<file path="config.mk">
export PLATFORM = sky130hd
export DESIGN_NAME = csr_unit
export DESIGN_NICKNAME = d
export VERILOG_FILES = /design/src/rtl/csr_unit_pkg.sv /design/src/rtl/csr_timer.sv /design/src/rtl/csr_unit.sv
export SDC_FILE = /design/constraint.sdc
export NUM_CORES = 1
export LEC_CHECK = 0
export CAP_MARGIN = 20
export CORE_ASPECT_RATIO = 0.8
export CORE_MARGIN = 2
export CORE_UTILIZATION = 30
export DETAILED_ROUTE_END_ITERATION = 12
export PLACE_DENSITY = 0.51
export SETUP_SLACK_MARGIN = 0.05
export SYNTH_ARGS = -nofsm -noshare
export SYNTH_HDL_FRONTEND = slang
export SYNTH_SLANG_ARGS = --single-unit
</file>
<file path="constraint.sdc">
create_clock -name clk -period 3.29 [get_ports clk]
set_input_delay 0.329 -clock clk [delete_from_list [all_inputs] [get_ports clk]]
set_output_delay 0.329 -clock clk [all_outputs]
set_load 0.005 [all_outputs]
</file>
<file path="src/rtl/csr_unit_pkg.sv">
// Shared CSR-unit definitions: bus widths, CSR numbers, field positions, exception codes.
// Timer CSRs (TCFG/TVAL/TICLR) exist only when CSR_TIMER_EN is defined.
package csr_unit_pkg;

    localparam int WB2CSR_LEN   = 81;
    localparam int CSR_CTRL_LEN = 80;

    localparam logic [13:0] CSR_CRMD   = 14'h000;
    localparam logic [13:0] CSR_PRMD   = 14'h001;
    localparam logic [13:0] CSR_ECFG   = 14'h004;
    localparam logic [13:0] CSR_ESTAT  = 14'h005;
    localparam logic [13:0] CSR_ERA    = 14'h006;
    localparam logic [13:0] CSR_BADV   = 14'h007;
    localparam logic [13:0] CSR_EENTRY = 14'h00C;
    localparam logic [13:0] CSR_SAVE0  = 14'h030;
    localparam logic [13:0] CSR_SAVE1  = 14'h031;
    localparam logic [13:0] CSR_SAVE2  = 14'h032;
    localparam logic [13:0] CSR_SAVE3  = 14'h033;
    localparam logic [13:0] CSR_TID    = 14'h040;
    localparam logic [13:0] CSR_TCFG   = 14'h041;
    localparam logic [13:0] CSR_TVAL   = 14'h042;
    localparam logic [13:0] CSR_TICLR  = 14'h044;

    localparam int CRMD_IE       = 2;
    localparam int TCFG_EN       = 0;
    localparam int TCFG_PERIODIC = 1;
    localparam int TICLR_CLR     = 0;

    // LIE bit 10 does not exist in the architecture.
    localparam logic [12:0] ECFG_LIE_MASK = 13'h1BFF;
    localparam logic [3:0]  CRMD_RESET    = 4'h8;

    localparam logic [5:0] ECODE_ADE = 6'h08;
    localparam logic [5:0] ECODE_ALE = 6'h09;

    typedef struct packed {
        logic        re;
        logic [13:0] num;
        logic        we;
        logic [31:0] wmask;
        logic [31:0] wvalue;
    } csr_ctrl_t;

    typedef struct packed {
        logic        ertn_flush;
        logic        wb_ex;
        logic [5:0]  ecode;
        logic [8:0]  esubcode;
        logic [31:0] pc;
        logic [31:0] vaddr;
    } wb2csr_t;

    typedef enum logic {
        TMR_IDLE  = 1'b0,
        TMR_COUNT = 1'b1
    } timer_state_t;

    function automatic logic [31:0] mask_write(input logic [31:0] old_val,
                                               input logic [31:0] wmask,
                                               input logic [31:0] wvalue);
        return (old_val & ~wmask) | (wvalue & wmask);
    endfunction

endpackage

</file>
<file path="src/rtl/csr_timer.sv">
// Stable timer: owns TVAL and the IDLE/COUNT sequencing, pulses timer_fire on the 1->0 step.
// Latency: TCFG write loads TVAL on the next edge; timer_fire is combinational from state.
// Backpressure: none, always accepts.
module csr_timer
    import csr_unit_pkg::*;
(
    input  logic        clk,
    input  logic        reset,
    input  logic        tcfg_we,
    input  logic        new_en,
    input  logic [29:0] new_init,
    input  logic        periodic,
    input  logic [29:0] init_val,
    output logic [31:0] tval,
    output logic        timer_fire
);

    timer_state_t state_q;
    timer_state_t state_d;
    logic [31:0]  tval_d;

    always_ff @(posedge clk) begin
        if (reset) begin
            state_q <= TMR_IDLE;
            tval    <= '0;
        end else begin
            state_q <= state_d;
            tval    <= tval_d;
        end
    end

    // A TCFG write overrides the count step of the same cycle.
    always_comb begin
        state_d = state_q;
        tval_d  = tval;
        if (tcfg_we) begin
            if (new_en) begin
                tval_d  = {new_init, 2'b00};
                state_d = (new_init != '0) ? TMR_COUNT : TMR_IDLE;
            end else begin
                state_d = TMR_IDLE;
            end
        end else if (state_q == TMR_COUNT) begin
            if (tval == 32'd1) begin
                if (periodic) begin
                    tval_d = {init_val, 2'b00};
                end else begin
                    tval_d  = '0;
                    state_d = TMR_IDLE;
                end
            end else begin
                tval_d = tval - 32'd1;
            end
        end
    end

    always_comb begin
        timer_fire = (state_q == TMR_COUNT) && (tval == 32'd1) && !tcfg_we;
    end

endmodule

</file>
<file path="src/rtl/csr_unit.sv">
// CSR file: masked writes, exception/ertn commit, interrupt sampling; timer gated by CSR_TIMER_EN.
// Latency: reads combinational, all updates visible the cycle after the event.
// Backpressure: none, every cycle is accepted.
module csr_unit
    import csr_unit_pkg::*;
(
    input  logic                    clk,
    input  logic                    reset,
    input  logic [CSR_CTRL_LEN-1:0] csr_ctrl,
    input  logic [WB2CSR_LEN-1:0]   to_csr_in_bus,
    input  logic [7:0]              hw_int_in,
    input  logic                    ipi_int_in,
    output logic [31:0]             csr_rvalue,
    output logic [31:0]             ex_entry,
    output logic [31:0]             ertn_entry,
    output logic                    has_int
);

    csr_ctrl_t ctl;
    wb2csr_t   wb;
    assign ctl = csr_ctrl;
    assign wb  = to_csr_in_bus;

    logic [3:0]  crmd;
    logic [2:0]  prmd;
    logic [12:0] ecfg_lie;
    logic [1:0]  is_sw;
    logic [7:0]  is_hw;
    logic        is_ipi;
    logic        is_ti;
    logic [5:0]  ecode;
    logic [8:0]  esubcode;
    logic [31:0] era;
    logic [31:0] badv;
    logic [25:0] eentry_va;
    logic [31:0] save0, save1, save2, save3;
    logic [31:0] tid;

    logic [12:0] estat_is;
    logic        sw_we;
    logic [31:0] rd_val;
    logic [31:0] wr_val;
    logic        unused_ok;

    assign estat_is  = {is_ipi, is_ti, 1'b0, is_hw, is_sw};
    // Exception and ertn discard any CSR write presented in the same cycle.
    assign sw_we     = ctl.we && !wb.wb_ex && !wb.ertn_flush;
    assign unused_ok = ctl.re;

`ifdef CSR_TIMER_EN
    logic [31:0] tcfg;
    logic [31:0] tval;
    logic        timer_fire;
    logic        tcfg_we;
    logic        ticlr_we;
`endif

    always_comb begin
        rd_val = '0;
        case (ctl.num)
            CSR_CRMD:   rd_val = {28'b0, crmd};
            CSR_PRMD:   rd_val = {29'b0, prmd};
            CSR_ECFG:   rd_val = {19'b0, ecfg_lie};
            CSR_ESTAT:  rd_val = {1'b0, esubcode, ecode, 3'b0, estat_is};
            CSR_ERA:    rd_val = era;
            CSR_BADV:   rd_val = badv;
            CSR_EENTRY: rd_val = {eentry_va, 6'b0};
            CSR_SAVE0:  rd_val = save0;
            CSR_SAVE1:  rd_val = save1;
            CSR_SAVE2:  rd_val = save2;
            CSR_SAVE3:  rd_val = save3;
            CSR_TID:    rd_val = tid;
`ifdef CSR_TIMER_EN
            CSR_TCFG:   rd_val = tcfg;
            CSR_TVAL:   rd_val = tval;
`endif
            default:    rd_val = '0;
        endcase
    end

    assign csr_rvalue = rd_val;
    // Merging against the read value keeps reserved bits at zero.
    assign wr_val     = mask_write(rd_val, ctl.wmask, ctl.wvalue);

    always_ff @(posedge clk) begin
        if (reset) begin
            crmd      <= CRMD_RESET;
            prmd      <= '0;
            ecfg_lie  <= '0;
            is_sw     <= '0;
            is_hw     <= '0;
            is_ipi    <= 1'b0;
            ecode     <= '0;
            esubcode  <= '0;
            era       <= '0;
            badv      <= '0;
            eentry_va <= '0;
            save0     <= '0;
            save1     <= '0;
            save2     <= '0;
            save3     <= '0;
            tid       <= '0;
        end else begin
            is_hw  <= hw_int_in;
            is_ipi <= ipi_int_in;
            if (wb.wb_ex) begin
                prmd     <= crmd[2:0];
                crmd     <= {crmd[3], 3'b000};
                ecode    <= wb.ecode;
                esubcode <= wb.esubcode;
                era      <= wb.pc;
                if (wb.ecode == ECODE_ADE || wb.ecode == ECODE_ALE) begin
                    badv <= wb.vaddr;
                end
            end else if (wb.ertn_flush) begin
                crmd <= {crmd[3], prmd};
            end else if (sw_we) begin
                case (ctl.num)
                    CSR_CRMD:   crmd      <= wr_val[3:0];
                    CSR_PRMD:   prmd      <= wr_val[2:0];
                    CSR_ECFG:   ecfg_lie  <= wr_val[12:0] & ECFG_LIE_MASK;
                    CSR_ESTAT:  is_sw     <= wr_val[1:0];
                    CSR_ERA:    era       <= wr_val;
                    CSR_BADV:   badv      <= wr_val;
                    CSR_EENTRY: eentry_va <= wr_val[31:6];
                    CSR_SAVE0:  save0     <= wr_val;
                    CSR_SAVE1:  save1     <= wr_val;
                    CSR_SAVE2:  save2     <= wr_val;
                    CSR_SAVE3:  save3     <= wr_val;
                    CSR_TID:    tid       <= wr_val;
                    default:    ;
                endcase
            end
        end
    end

`ifdef CSR_TIMER_EN
    assign tcfg_we  = sw_we && (ctl.num == CSR_TCFG);
    assign ticlr_we = sw_we && (ctl.num == CSR_TICLR);

    always_ff @(posedge clk) begin
        if (reset) begin
            tcfg  <= '0;
            is_ti <= 1'b0;
        end else begin
            if (tcfg_we) begin
                tcfg <= wr_val;
            end
            // A fire landing with a TICLR clear leaves the flag set.
            if (timer_fire) begin
                is_ti <= 1'b1;
            end else if (ticlr_we && ctl.wvalue[TICLR_CLR] && ctl.wmask[TICLR_CLR]) begin
                is_ti <= 1'b0;
            end
        end
    end

    csr_timer u_timer (
        .clk        (clk),
        .reset      (reset),
        .tcfg_we    (tcfg_we),
        .new_en     (wr_val[TCFG_EN]),
        .new_init   (wr_val[31:2]),
        .periodic   (tcfg[TCFG_PERIODIC]),
        .init_val   (tcfg[31:2]),
        .tval       (tval),
        .timer_fire (timer_fire)
    );
`else
    assign is_ti = 1'b0;
`endif

    assign has_int    = crmd[CRMD_IE] & (|(estat_is & ecfg_lie));
    assign ex_entry   = {eentry_va, 6'b0};
    assign ertn_entry = era;

endmodule

</file>
---- Word level (Yosys, flattened, before mapping) ----
Index checks and enable logic that the tools add are counted.
operators by class
  eq/ne operators ......................... 15
  multiplexer cells ....................... 17
  bitwise logic cells ..................... 8
  reduce and logical (&&, ||, !) cells .... 27
operators by type and width
  kind                   number
  $pmux W32 S12          1
  $mux W32               9
  $and A32 B32 Y32       2
  $eq A14 B3 Y1 const B  4
  $eq A14 B6 Y1 const B  4
  $reduce_and A4 Y1      10
  $not A32 Y32           1
  $or A32 B32 Y32        1
  $mux W3                7
  $eq A14 B1 Y1 const B  1
  $eq A14 B4 Y1 const B  1
  $eq A14 B7 Y1 const B  1
  $logic_not A14 Y1      1
  $and A13 B13 Y13       1
  $reduce_or A13 Y1      1
  $eq A6 B4 Y1 const B   2
  $reduce_bool A2 Y1     6
  $reduce_and A3 Y1      2
  $logic_and A1 B1 Y1    2
  $logic_not A1 Y1       2
  $ne A2 B1 Y1 const B   1
  $ne A2 B2 Y1 const B   1
  $not A1 Y1             2
  $reduce_and A2 Y1      1
  3 further kinds        3
storage, ports and cells
  logic and storage cells ................. 84
  register bits after elaboration ......... 295
  input bits .............................. 172
  output and inout port bits .............. 97

---- Depth between registers and ports, before layout ----
  word-level depth ........................ 8
  depth in mapped cells ................... 11
  depth with buffers taken out ............ 6

---- Least setup slack after synthesis ----
No wires, ideal clock.
  path type ............................... in2reg
  from .................................... input csr_ctrl[72]
  to ...................................... register era[28] (netlist: ertn_entry[28])
  data required time ...................... 3,158 ps
  path slack .............................. 755 ps
  arrival ................................. 2,404 ps
  library setup time ...................... 132 ps
  buffers on the path ..................... 4
  stages .................................. 10
  path through ............................ buf_2 -> or4_4 -> buf_4 -> nor4_2 -> and2_1 -> buf_4 -> buf_2 -> mux2_2 -> mux2i_1 -> nor3_1
on the way
  word-level cells in the longest chain between the ends .. 8
  elaborated cells between the ends (all ways) .. 21
  those cells by class .................... eq/ne: 11; mux: 5; bitwise: 2; reduce/logical: 3
ends and longest elaborated chain
  item                                   RTL line            RTL
  start: declaration                     csr_unit.sv:9       input logic [CSR_CTRL_LEN-1:0] csr_ctrl,
  $eq A14 B7 Y1 (tied with other cells)  csr_unit.sv:60      case (ctl.num)
  $pmux W32 S12                          csr_unit.sv:60
  $and A32 B32 Y32                       csr_unit_pkg.sv:61  return (old_val & ~wmask) | (wvalue & wmask);
  $or A32 B32 Y32                        csr_unit_pkg.sv:61
  $mux W32                               csr_unit.sv:118     case (ctl.num)
  $mux W32                               csr_unit.sv:117     end else if (sw_we) begin
  $mux W32                               csr_unit.sv:115     end else if (wb.ertn_flush) begin
  $mux W32                               csr_unit.sv:106     if (wb.wb_ex) begin
  end signal: assignment                 csr_unit.sv:111     era <= wb.pc;
  end signal: assignment                 csr_unit.sv:123     CSR_ERA: era <= wr_val;
  end: declaration                       csr_unit.sv:33      logic [31:0] era;
Parallel ways exist; a longest one is shown, timed or not. The select of a mux whose other input is x is not followed.
A chain may end at the register's enable or synchronous reset.

---- Worst setup path after layout ----
  from .................................... input csr_ctrl[74]
  to ...................................... output csr_rvalue[22]
on the way
  word-level cells in the longest chain between the ends .. 2
  elaborated cells between the ends (all ways) .. 13
  those cells by class .................... eq/ne: 11; mux: 1; reduce/logical: 1
ends and longest elaborated chain
  item                                   RTL line        RTL
  $eq A14 B7 Y1 (tied with other cells)  csr_unit.sv:60
  $pmux W32 S12 (*)                      csr_unit.sv:60
  end: declaration                       csr_unit.sv:13  output logic [31:0] csr_rvalue,
Every way passes the cells marked *; elsewhere a longest branch is shown, timed or not.

==> results.txt <==
A synthesized cell averages 8.29 um^2. The placed instances occupy a cell area of 19800 um^2. The first routing iteration left 1511 violations. The tools report the number of I/O pins as 269. The run gives 0.106 as the power share of the combinational group.

After detailed routing, the number of vias per cell comes to 5.56. The synthesized design contains 295 register bits. The design draws 8.47 mW. The tools report the count of TritonRoute iterations in the first routing pass as 6.

At the pin with the least slew margin, the transition time is 926 ps. The logs give 0.253 for the overall track demand over capacity in global routing and 16000 for the via count of the routed design. The layout has 4931 filler cells.

TritonCTS built the clock tree. The predominant post-synthesis flop cell was sky130_fd_sc_hd__dfxtp_1. The compound-gate portion of the synthesized area was 0.232; the number of nets with antenna violations after routing was 0. The top cell types in the final layout, fill and taps aside, are sky130_fd_sc_hd__dfxtp_1 (295), sky130_fd_sc_hd__nand2_1 (267), sky130_fd_sc_hd__clkdlybuf4s50_1 (231), sky130_fd_sc_hd__buf_4 (208), sky130_fd_sc_hd__a21oi_1 (180). The number of antenna violations at the first check in global routing is 3, and the area growth from synthesis to layout is 42.4%. The run gives 0.461 as the clock share of power.

For this block, the routed nets add up to 67600 um of wire. Start-to-end type of the worst setup path: primary input to output pin. The combinational family with the most area after synthesis is simple AND/OR/NAND/NOR gates. In this run the critical register-to-register path is launched from eentry_va[9]. The post-synthesis share of cell area spent on and, or, nand and nor gates was 0.248. For the area of the core, the log shows 49500 um^2. STA classifies the critical path startpoint as a primary input. The logs give 0.303 for the starting utilization of the core area and 21300 um^2 for the final design area excluding fillers. The setup TNS after final layout was 0 ps; the worst setup skew after layout was 15.3 ps.

The most critical setup path has its startpoint at csr_ctrl[74]. The clock passes through at most 3 buffers. The routed design could run at a clock period as short as 3270 ps.

Based on the critical path, the design can be clocked at up to 306 MHz. Setup repair after global routing could not meet its margin everywhere. The run finished with clean final reports. Yosys mapped the design onto 80 distinct sky130hd cell types. For this design the ratio of total power to cell area is 397 nW/um^2.

Of all nets on the critical path, the largest fanout is 12. The clock sink count was 295; the hold buffer count at CTS was 0. Setup violations remaining at the end of the flow were counted as 0. The wire length of the first global-routing pass came out at 98600 um. The mux contribution to synthesized area works out to 0.0684.

The fraction of power spent switching nets works out to 0.247. The total of buffers placed on input and output ports is 261. The maximum number of pins on one net before global-route repair is 119. The share of final-layout standard cells stronger than drive strength 1 works out to 0.185. The number of maximum-capacitance violations is 0, and the number of enable flip-flop cells after synthesis is 0. The tools report the sequential element share of the synthesized area as 0.394. The synthesized netlist occupies a cell area of 15000 um^2. The adder-cell share of the synthesized area was 0. The number of remaining DRC errors came out at 0. For the utilization after layout, the log shows 0.431.

The run gives 15300 as the via count of the first global-routing pass. Endpoint type of the worst setup path: an output pin. The library cell used most frequently in the layout, excluding fill and tap cells, is sky130_fd_sc_hd__dfxtp_1. The cell count after synthesis came out at 1806. From bottom edge to top edge, the die measures 204 um. The logs give 47500 um for the detailed-placement wirelength estimate and 8.00 nW for the static power due to leakage. Global routing finished with a remaining overflow of 0. OpenSTA, run right after detailed placement, puts the worst setup slack at -170 ps. Class of the tightest hold or removal check: primary input to register. The synthesized-area fraction occupied by xor and xnor cells is 0. The sequential group share of total power was 0.434; the die span in x was 254 um.

The average wire per standard cell is 23.5 um. The cell chosen for the clock root is sky130_fd_sc_hd__clkbuf_16. The clock-pin slew on the worst setup and hold paths was 60 ps; the clock latency on the worst-skew pair was 540 ps. Clock tree synthesis inserted a total of 34 buffers. The launch instance of the worst min-delay path is to_csr_in_bus[79]. The remaining max-slew budget at the tightest pin is 0.376, and the hold violation total from the final report is 0. At the worst endpoint, the required time is 2960 ps. The die area is 51700 um^2. For this design the total switching power over the nets is 2.09 mW. The final-report max-slew violation count came out at 0.

The share of the clock period used by the worst path after layout works out to 0.993. The number of warnings printed during yosys synthesis is 0, and the net total in the final layout is 2355. For the worst setup path, the data arrival time is 2940 ps.

The congestion estimate from routability-driven global placement came to 0.907. The proportion of synthesized flip-flops having asynchronous set or reset was 0; the minimum setup slack in the final design was 24.5 ps. The internal power of the cells totals 6.38 mW. The deepest level of the CTS H-tree was 2; the peak supply drop was 0.000316 V. Number of placement rows: 73.
## sequential cells by signal, summed over array words and instances, names as in the netlist
name / count
save1: 32
save0: 32
esubcode: 9
tid: 32
is_ipi: 1
save2: 32
eentry_va: 26
prmd: 3
crmd: 4
ecfg_lie: 12
ecode: 6
is_hw: 8
ertn_entry: 32
save3: 32
badv: 32
is_sw: 2
## per-stage QoR
step | std cells | hold slack [ps]
after CTS | 2869 | 242
after detailed placement | 2802 | 443
after floorplan | 1811 | 427
after global placement | 2802 | 434
after global routing | 2881 | 284
final | 2882 | 251
## logic make-up after synthesis
group | after synthesis
muxes | 90
other | 1
buffers and inverters | 196
and+or+nand+nor | 706
AOI/OAI and AO/OA | 518
DFF | 295
## Yosys cell counts, types with 11 or more instances
cell type / count / share of area
sky130_fd_sc_hd__mux2_2: 29 / 0.022
sky130_fd_sc_hd__mux2i_1: 54 / 0.036
sky130_fd_sc_hd__nor2b_1: 20 / 0.0084
sky130_fd_sc_hd__a22oi_1: 50 / 0.025
sky130_fd_sc_hd__buf_4: 18 / 0.0090
sky130_fd_sc_hd__a311oi_1: 27 / 0.016
sky130_fd_sc_hd__a222oi_1: 11 / 0.0074
sky130_fd_sc_hd__nand2_1: 268 / 0.067
sky130_fd_sc_hd__a22o_1: 16 / 0.0094
sky130_fd_sc_hd__a211oi_1: 11 / 0.0055
sky130_fd_sc_hd__nand4_1: 25 / 0.010
sky130_fd_sc_hd__inv_1: 22 / 0.0055
sky130_fd_sc_hd__a221oi_1: 11 / 0.0064
sky130_fd_sc_hd__buf_2: 34 / 0.011
sky130_fd_sc_hd__and3_1: 16 / 0.0067
sky130_fd_sc_hd__nand2b_1: 24 / 0.010
sky130_fd_sc_hd__o211ai_1: 56 / 0.028
sky130_fd_sc_hd__dfxtp_1: 295 / 0.39
sky130_fd_sc_hd__a21oi_1: 180 / 0.060
sky130_fd_sc_hd__nor2_1: 88 / 0.022
sky130_fd_sc_hd__nor3_1: 34 / 0.011
sky130_fd_sc_hd__nand3_1: 95 / 0.032
sky130_fd_sc_hd__nand3b_1: 63 / 0.032
sky130_fd_sc_hd__o21ai_0: 76 / 0.025
sky130_fd_sc_hd__clkbuf_1: 118 / 0.030
## power groups by stage
| stage | sequential, mW | combinational (mW) | clock (mW) |
|---|---|---|---|
| floorplan | 3.73 | 0.378 | 0 |
| global placement | 3.75 | 0.868 | 0 |
| detailed placement | 3.75 | 0.875 | 0 |
| CTS | 3.67 | 0.883 | 3.96 |
| global route | 3.68 | 0.949 | 4.09 |
| finish | 3.67 | 0.896 | 3.90 |
## worst max-delay path: stages
cell and delay (ps):
sky130_fd_sc_hd__clkdlybuf4s50_1 420, sky130_fd_sc_hd__or4_4 560, sky130_fd_sc_hd__buf_12 180, sky130_fd_sc_hd__nor4_4 280, sky130_fd_sc_hd__buf_4 280, sky130_fd_sc_hd__a22oi_1 130, sky130_fd_sc_hd__nand2b_1 100, sky130_fd_sc_hd__nand2b_1 100
sky130_fd_sc_hd__clkdlybuf4s50_1 530
## area by class of cell
class,count,area [um^2],share of cell area
antenna,2,5.00,0.000235
inverter,22,82.6,0.00387
timing repair buffer,510,5000,0.234
clock buffer,49,1060,0.0498
tap,675,845,0.0396
sequential,295,5910,0.277
multi-input combinational,1320,8350,0.392
clock inverter,9,75.1,0.00352
## final timing paths
path	to	slack, ps	cells after the start
setup reg to reg	ertn_entry[15]	1000	6
hold / removal	badv[11]	250	3
setup / recovery	csr_rvalue[22]	20	9
hold reg to reg	save0[24]	450	2
## metal layers
layer	vias to the layer above	routed length, um	part of all wire	global-route usage
met2	707	29800	0.44	0.393
met3	104	5290	0.078	0.0396
met4	0	1660	0.025	0.0658
li1	7399	-	-	-
met1	7809	30800	0.46	0.364
met5	-	0	0	0
## what timing repair did
item / 4_1_cts / 5_1_grt
cloned: 2 / 1
setup endpoints to repair: 30 / 27
pin swaps: 5 / 9
resized for setup: 21 / 29
setup buffers: 7 / 11
Power figures use the tool's default switching activity.
